**config.mk**
```make
export PLATFORM = sky130hd
export DESIGN_NAME = i2s_sample_tx
export DESIGN_NICKNAME = d
export VERILOG_FILES = /design/src/rtl/i2s_sample_tx.sv
export SDC_FILE = /design/constraint.sdc
export NUM_CORES = 1
export LEC_CHECK = 0
export ABC_AREA = 1
export CORE_ASPECT_RATIO = 0.7
export CORE_UTILIZATION = 55
export DETAILED_ROUTE_END_ITERATION = 8
export GPL_TIMING_DRIVEN = 0
export HOLD_SLACK_MARGIN = 0.02
export PLACE_DENSITY_LB_ADDON = 0.1
export RECOVER_POWER = 25
export SYNTH_ARGS = -nofsm -noshare
export SYNTH_HDL_FRONTEND = slang
export SYNTH_SLANG_ARGS = --single-unit
export TNS_END_PERCENT = 5
```
**constraint.sdc**
```tcl
create_clock -name clk_i -period 1.8 [get_ports clk_i]
set_input_delay 0.36 -clock clk_i [delete_from_list [all_inputs] [get_ports clk_i]]
set_output_delay 0.36 -clock clk_i [all_outputs]
set_load 0.05 [all_outputs]
```
**src/rtl/i2s_sample_tx.sv**
```systemverilog
// Takes a ready/valid mono sample stream and serializes it to an I2S DAC, sending the same sample in both slots.
// Optional feature macro: I2S_TX_HOLD_LAST_EN repeats the previous sample on underflow instead of zero-filling it.
module i2s_sample_tx #(
  parameter int unsigned width_p      = 12,
  parameter int unsigned slot_width_p = 16,
  parameter int unsigned sclk_div_p   = 4
) (
  input  logic               clk_i,
  input  logic               reset_ni,
  input  logic               enable_i,
  input  logic               valid_i,
  input  logic [width_p-1:0] data_i,
  output logic               ready_o,
  output logic               sclk_o,
  output logic               ws_o,
  output logic               sd_o,
  output logic               underflow_o
);

  localparam int unsigned div_w = (sclk_div_p > 1) ? $clog2(sclk_div_p) : 1;
  localparam int unsigned bit_w = (slot_width_p > 1) ? $clog2(slot_width_p) : 1;
  localparam int unsigned idx_w = (width_p > 1) ? $clog2(width_p) : 1;
  localparam logic [div_w-1:0] div_last = div_w'(sclk_div_p - 1);
  localparam logic [bit_w-1:0] bit_last = bit_w'(slot_width_p - 1);

  typedef enum logic [1:0] {
    ST_IDLE,
    ST_LEFT,
    ST_RIGHT
  } state_e;

  state_e             state_q, state_d;
  logic [div_w-1:0]   div_q, div_d;
  logic [bit_w-1:0]   bit_q, bit_d;
  logic [width_p-1:0] frame_q, frame_d;
  logic [width_p-1:0] hold_q, hold_d;
  logic               ready_d, sclk_d, ws_d, sd_d, underflow_d;
  logic               fs;

  // Slot bit b: one-bit I2S delay, then the sample MSB first, then zero padding.
  function automatic logic slot_bit(input logic [width_p-1:0] sample,
                                    input logic [bit_w-1:0]   b);
    logic [idx_w-1:0] idx;
    slot_bit = 1'b0;
    idx      = '0;
    if ((b != '0) && (32'(b) <= width_p)) begin
      idx      = idx_w'(width_p - 32'(b));
      slot_bit = sample[idx];
    end
  endfunction

  // State register; the holding register is "full" whenever ready_o is low.
  always_ff @(posedge clk_i or negedge reset_ni) begin
    if (!reset_ni) begin
      state_q     <= ST_IDLE;
      div_q       <= '0;
      bit_q       <= '0;
      frame_q     <= '0;
      hold_q      <= '0;
      ready_o     <= 1'b1;
      sclk_o      <= 1'b0;
      ws_o        <= 1'b1;
      sd_o        <= 1'b0;
      underflow_o <= 1'b0;
    end else begin
      state_q     <= state_d;
      div_q       <= div_d;
      bit_q       <= bit_d;
      frame_q     <= frame_d;
      hold_q      <= hold_d;
      ready_o     <= ready_d;
      sclk_o      <= sclk_d;
      ws_o        <= ws_d;
      sd_o        <= sd_d;
      underflow_o <= underflow_d;
    end
  end

  // Next-state, bit clock generation, slot sequencing and handshake.
  always_comb begin
    state_d     = state_q;
    div_d       = div_q;
    bit_d       = bit_q;
    frame_d     = frame_q;
    hold_d      = hold_q;
    ready_d     = ready_o;
    sclk_d      = sclk_o;
    ws_d        = ws_o;
    sd_d        = sd_o;
    underflow_d = 1'b0;
    fs          = 1'b0;

    case (state_q)
      ST_IDLE: begin
        div_d  = '0;
        bit_d  = '0;
        sclk_d = 1'b0;
        ws_d   = 1'b1;
        sd_d   = 1'b0;
        if (enable_i && !ready_o) begin
          fs = 1'b1;
        end
      end
      ST_LEFT, ST_RIGHT: begin
        if (div_q == div_last) begin
          div_d  = '0;
          sclk_d = ~sclk_o;
        end else begin
          div_d = div_q + div_w'(1);
        end
        // ws/sd only move on the bit clock falling edge.
        if ((div_q == div_last) && sclk_o) begin
          if (bit_q == bit_last) begin
            bit_d = '0;
            sd_d  = 1'b0;
            if (state_q == ST_LEFT) begin
              state_d = ST_RIGHT;
              ws_d    = 1'b1;
            end else if (enable_i) begin
              fs = 1'b1;
            end else begin
              state_d = ST_IDLE;
              ws_d    = 1'b1;
            end
          end else begin
            bit_d = bit_q + bit_w'(1);
            sd_d  = slot_bit(frame_q, bit_q + bit_w'(1));
          end
        end
      end
      default: begin
        state_d = ST_IDLE;
      end
    endcase

    // Frame start: restart the bit clock and load the frame register.
    if (fs) begin
      state_d = ST_LEFT;
      div_d   = '0;
      bit_d   = '0;
      sclk_d  = 1'b0;
      ws_d    = 1'b0;
      sd_d    = 1'b0;
      if (!ready_o) begin
        frame_d = hold_q;
        ready_d = 1'b1;
      end else begin
        underflow_d = 1'b1;
`ifdef I2S_TX_HOLD_LAST_EN
        frame_d = frame_q;
`else
        frame_d = '0;
`endif
      end
    end

    // Accept is judged on the pre-frame-start ready, so no bypass into the frame.
    if (valid_i && ready_o) begin
      hold_d  = data_i;
      ready_d = 1'b0;
    end
  end

endmodule

```
; ---- After elaboration in Yosys (flattened, before gate mapping)
; Index checks and enable logic that the tools add are counted.
[word_totals]
reg_bits = 37
latchBits = 0
ram_bits = 0
mem_bits_ro = 0
elab_cells = 79
memories = 0
[classes]
n_addsub = 3
n_mul = 0
div = 0
n_lt_le_gt_ge = 2
eq_ne = 9
n_shift = 0
n_mux = 40
bitwise = 1
n_reduce_logical = 14
[ops]
columns = cell, count
row1 = $mux 1, 21
row2 = $mux 2, 7
row3 = $mux 12, 1
row4 = $mux 4, 3
row5 = $ne 3x3->1 const B, 3
row6 = $pmux 1 s2, 4
row7 = $pmux 2 s2, 2
row8 = $pmux 4 s2, 1
row9 = $reduce_and 4->1, 2
row10 = $lt 4x5->1 const B, 1
row11 = $add 4x1->4 const B, 1
row12 = $bmux 1 s4, 1
row13 = $eq 2x2->1 const B, 2
row14 = $eq 4x4->1 const B, 1
row15 = $le 4x4->1 const B, 1
row16 = $logic_and 1x1->1, 4
row17 = $ne 4x4->1 const B, 1
row18 = $reduce_and 2->1, 2
row19 = $reduce_bool 4->1, 1
row20 = $sub 4x4->4 const A, 1
row21 = $reduce_bool 3->1, 1
row22 = $add 2x1->2 const B, 1
row23 = $eq 2x1->1 const B, 1
row24 = $logic_not 2->1, 1
row25 = other kinds (5), 5

; ---- Longest topological paths before layout
[logic_depth]
word_depth = 9
mapped_depth = 12

; ---- Least setup slack after synthesis
; Ideal clock, no wire load.
[synth_path]
kind = register -> register
startpoint = register state_q[0]
endpoint = register frame_q[3]
setup_time_ps = 117
arrival_ps = 1480
required_ps = 1683
path_slack_ps = 203
stages_incl_launch_ff = 12
synth_period_minus_slack_ps = 1597
path_cell_list = dfrtp_1 inv_1 ha_1 inv_2 nor2_2 nand3_1 nand2_1 nand2_2 buf_6 buf_6 nand2_1 o21ai_2
[synth_via]
elab_chain_len = 5
[synth_rtl]
columns = element, line_no
row1 = "start, declared", 32  ; state_e state_q, state_d;
row2 = "start signal, assigned", 66  ; state_q <= state_d;
row3 = $eq 2x1->1, "93, 116"
row4 = $mux 1, 116  ; if (state_q == ST_LEFT) begin
row5 = $mux 1, 113  ; if (bit_q == bit_last) begin
row6 = $mux 1, 112  ; if ((div_q == div_last) && sclk_o) begin
row7 = $pmux 1 s2 *, 93  ; case (state_q)
row8 = "end signal, assigned", 69  ; frame_q <= frame_d;
row9 = "end, declared", 35  ; logic [width_p-1:0] frame_q, frame_d;
; Mark *: on every way between the ends. The rest lies on a longest branch, timed or not.
; A chain may end at the register's enable or synchronous reset.

; ---- Worst setup path in the final report
[layout_path]
startpoint = register ready_o
endpoint = output ready_o
[layout_rtl]
columns = element, line_no
row1 = "start, declared", 13  ; output logic ready_o,
row2 = "start signal, assigned", 71  ; ready_o <= ready_d;
; No word-level cell between the ends.

==> flow_summary.json <==
{
  "outcome": "finished, final reports clean",
  "dp_hpwl_um": 2720,
  "slowest_stage": "dfstp_2",
  "cp_max_fo": 4,
  "synth_seq_cells": 37,
  "grt_overflow": 0,
  "root_buffer": "clkbuf_8",
  "die_area_sq_mm": 0.00375,
  "drc": 0,
  "fillers": 283,
  "cp_num_buf_inv": 1,
  "pin_count": 21,
  "dieWidth_um": 72.8,
  "clk_transition_reported_paths_ns": 0.07,
  "cts_tree": "done",
  "final_hold_viol_count": 0,
  "die_y_um": 51.6,
  "clock_skew_ns": 0.00456,
  "drive_above_1_share": 0.141,
  "via_per_inst": 4.94,
  "report.final.slew_viol_count": 0,
  "ir_drop_v": 0.00144,
  "num_antenna_cells": 0,
  "ant_nets": 0,
  "worstSkewPairLatency_ns": 0.29,
  "critPathArrivalTime_ns": 1.42,
  "tightest_slew_ns": 0.905,
  "max_freq_mhz": 563,
  "relSlewSlack": 0.397,
  "cp-start-kind": "flip-flop",
  "synth.net_count": 266,
  "rows": 17,
  "synthToLayoutAreaGrowth_pct": 20.1,
  "grt_first_pass_wirelength_um": 6350,
  "synth_area_sq_mm": 0.00193,
  "placed_cell_area_sq_mm": 0.00218,
  "hold_class": "input port to asynchronous set/reset pin",
  "clock_sinks": 37,
  "fin_crit_sh": 0.987,
  "required_ns": 1.44,
  "drt-total-wl_um": 3710,
  "setup_viol": 0,
  "cts_hold_buffers": 0,
  "crit_chain": "dlygate4sd2_1",
  "nNetsFinal": 294,
  "finalCriticalPeriod_ns": 1.78,
  "initial_core_util": 0.593,
  "numPortBuffers": 20,
  "drt-pass1-iter-count": 4,
  "grt_usage": 0.232,
  "htree_levels": 2,
  "netlist_instances": 241,
  "rsz0062_at_grt": "yes",
  "antenna_found_initial": 0,
  "cap_violations": 0,
  "cp-end-kind": "output pin",
  "worstSetupPathType": "flip-flop to output pin",
  "cts_max_path_buffers": 2,
  "grt_pass1_vias": 1345,
  "wl_per_cell_um": 11.7,
  "placeableCoreArea_sq_mm": 0.00325,
  "yosysSeqAreaShare": 0.481,
  "slowest_delay_ns": 0.59,
  "total_leakage_power_nw": 1.23,
  "place_congestion": 0.848,
  "syn_avg_cell_area_sq_um": 8.01,
  "drtIter0Drc": 97,
  "ys_warn_count": 0,
  "grt_max_degree": 38,
  "finalInstanceArea_sq_mm": 0.00232,
  "setup_tns_ns": 0,
  "num_vias": 1567,
  "ys_types": 23,
  "critPathTopFamily": "flip-flops",
  "cts_inserted_buffers": 5,
  "pwr_density_cell_mw_per_mm2": 1800
}
## per-layer routing
layer / vias to the layer above / part of all wire / track usage
met1: 715 / 0.54 / 0.346
met3: 7 / 0.047 / 0.0543
met5: - / 0 / 0
met2: 34 / 0.40 / 0.319
li1: 811 / - / -
met4: 0 / 0.012 / 0.105
## cell usage after synthesis, drive strengths merged
master,number,share of area
a21oi,3,0.014
nand3,17,0.047
dfrtp,35,0.45
o22ai,1,0.0032
dfstp,2,0.027
o211ai,1,0.0065
clkbuf,1,0.0019
o21ai,21,0.072
ha,9,0.058
a31oi,1,0.0032
nand2,96,0.19
nor4,1,0.0032
nand4,2,0.0065
inv,27,0.053
buf,6,0.025
nor2,18,0.038
## path summary, 6_finish.rpt
kind	cells after the start	from	endpoint	slack (ns)
max in group asynchronous	1	reset_ni	sd_o	1.04
max	1	ready_o	ready_o	0.02
max reg2reg	7	state_q[0]	bit_q[3]	0.11
min reg2reg	2	hold_q[11]	hold_q[11]	0.48
min	1	reset_ni	hold_q[1]	0.18
min in group clk_i	2	hold_q[11]	hold_q[11]	0.48
## sequential cells by signal (all words and copies together), names as in the netlist
signal,flops
bit_q,4
div_q,2
frame_q,12
hold_q,12
ready_o,1
sclk_o,1
sd_o,1
state_q,2
underflow_o,1
ws_o,1
## layout make-up
| class | instances | area [sq um] | share of cell area |
|---|---|---|---|
| inverters | 27 | 104 | 0.0448 |
| plain buffers | 7 | 52.6 | 0.0227 |
| clock buffers | 7 | 86.3 | 0.0373 |
| well taps | 47 | 58.8 | 0.0254 |
| repair buffers | 21 | 198 | 0.0853 |
| clock inverters | 1 | 30.0 | 0.0130 |
| flip-flops and latches | 37 | 928 | 0.401 |
| multi-input cells | 170 | 860 | 0.371 |
## kinds of logic (layout without fill, tap and decap cells)
family	count (synthesis)	after routing	synth area share
and+or+nand+nor	134	134	0.282
AOI/OAI and AO/OA	27	27	0.0986
DFF	37	37	0.481
buffers and inverters	34	63	0.0798
adders and majority gates	9	9	0.0584
## report_power, final
part	switching (W)	internal [W]
Combinational	0.00131	0.000723
Sequential	0.000216	0.00118
Clock	0.000286	0.000452
Total	0.00181	0.00236
## cell usage in the layout (no fill, tap or decap), types with 2 or more instances in the layout
cell             netlist  routed
nand2_1               95      95
dfrtp_1               35      35
inv_1                 24      22
nand3_1               16      16
nor2_1                16      16
clkdlybuf4s50_1        0      15
o21ai_0               12      12
o21ai_2                9       9
ha_1                   9       8
clkbuf_8               0       6
inv_2                  3       4
dlygate4sd2_1          0       4
buf_2                  3       3
buf_6                  3       3
nor2_2                 2       2
clkbuf_1               1       2
a21oi_1                2       2
nand4_1                2       2
dfstp_2                2       2
## what timing repair did
action,in CTS,in global routing
pin swaps,0,0
endpoints found under the setup margin,4,22
setup buffers,0,1
gates resized for setup,4,4
## per-stage QoR
step | hold slack, ns | power, W | utilization | worst slack [ns] | std cells
after detailed placement | 0.466 | 0.00338 | 0.671 | -0.0194 | 308
final | 0.184 | 0.00417 | 0.712 | 0.0227 | 317
after CTS | 0.183 | 0.00410 | 0.705 | 0.00606 | 316
after floorplan | 0.0644 | 0.00290 | - | 0.203 | 241
after global placement | 0.464 | 0.00334 | 0.672 | -0.460 | 308
after global routing | 0.257 | 0.00453 | 0.712 | -0.0135 | 317
Power figures use the tool's default switching activity.
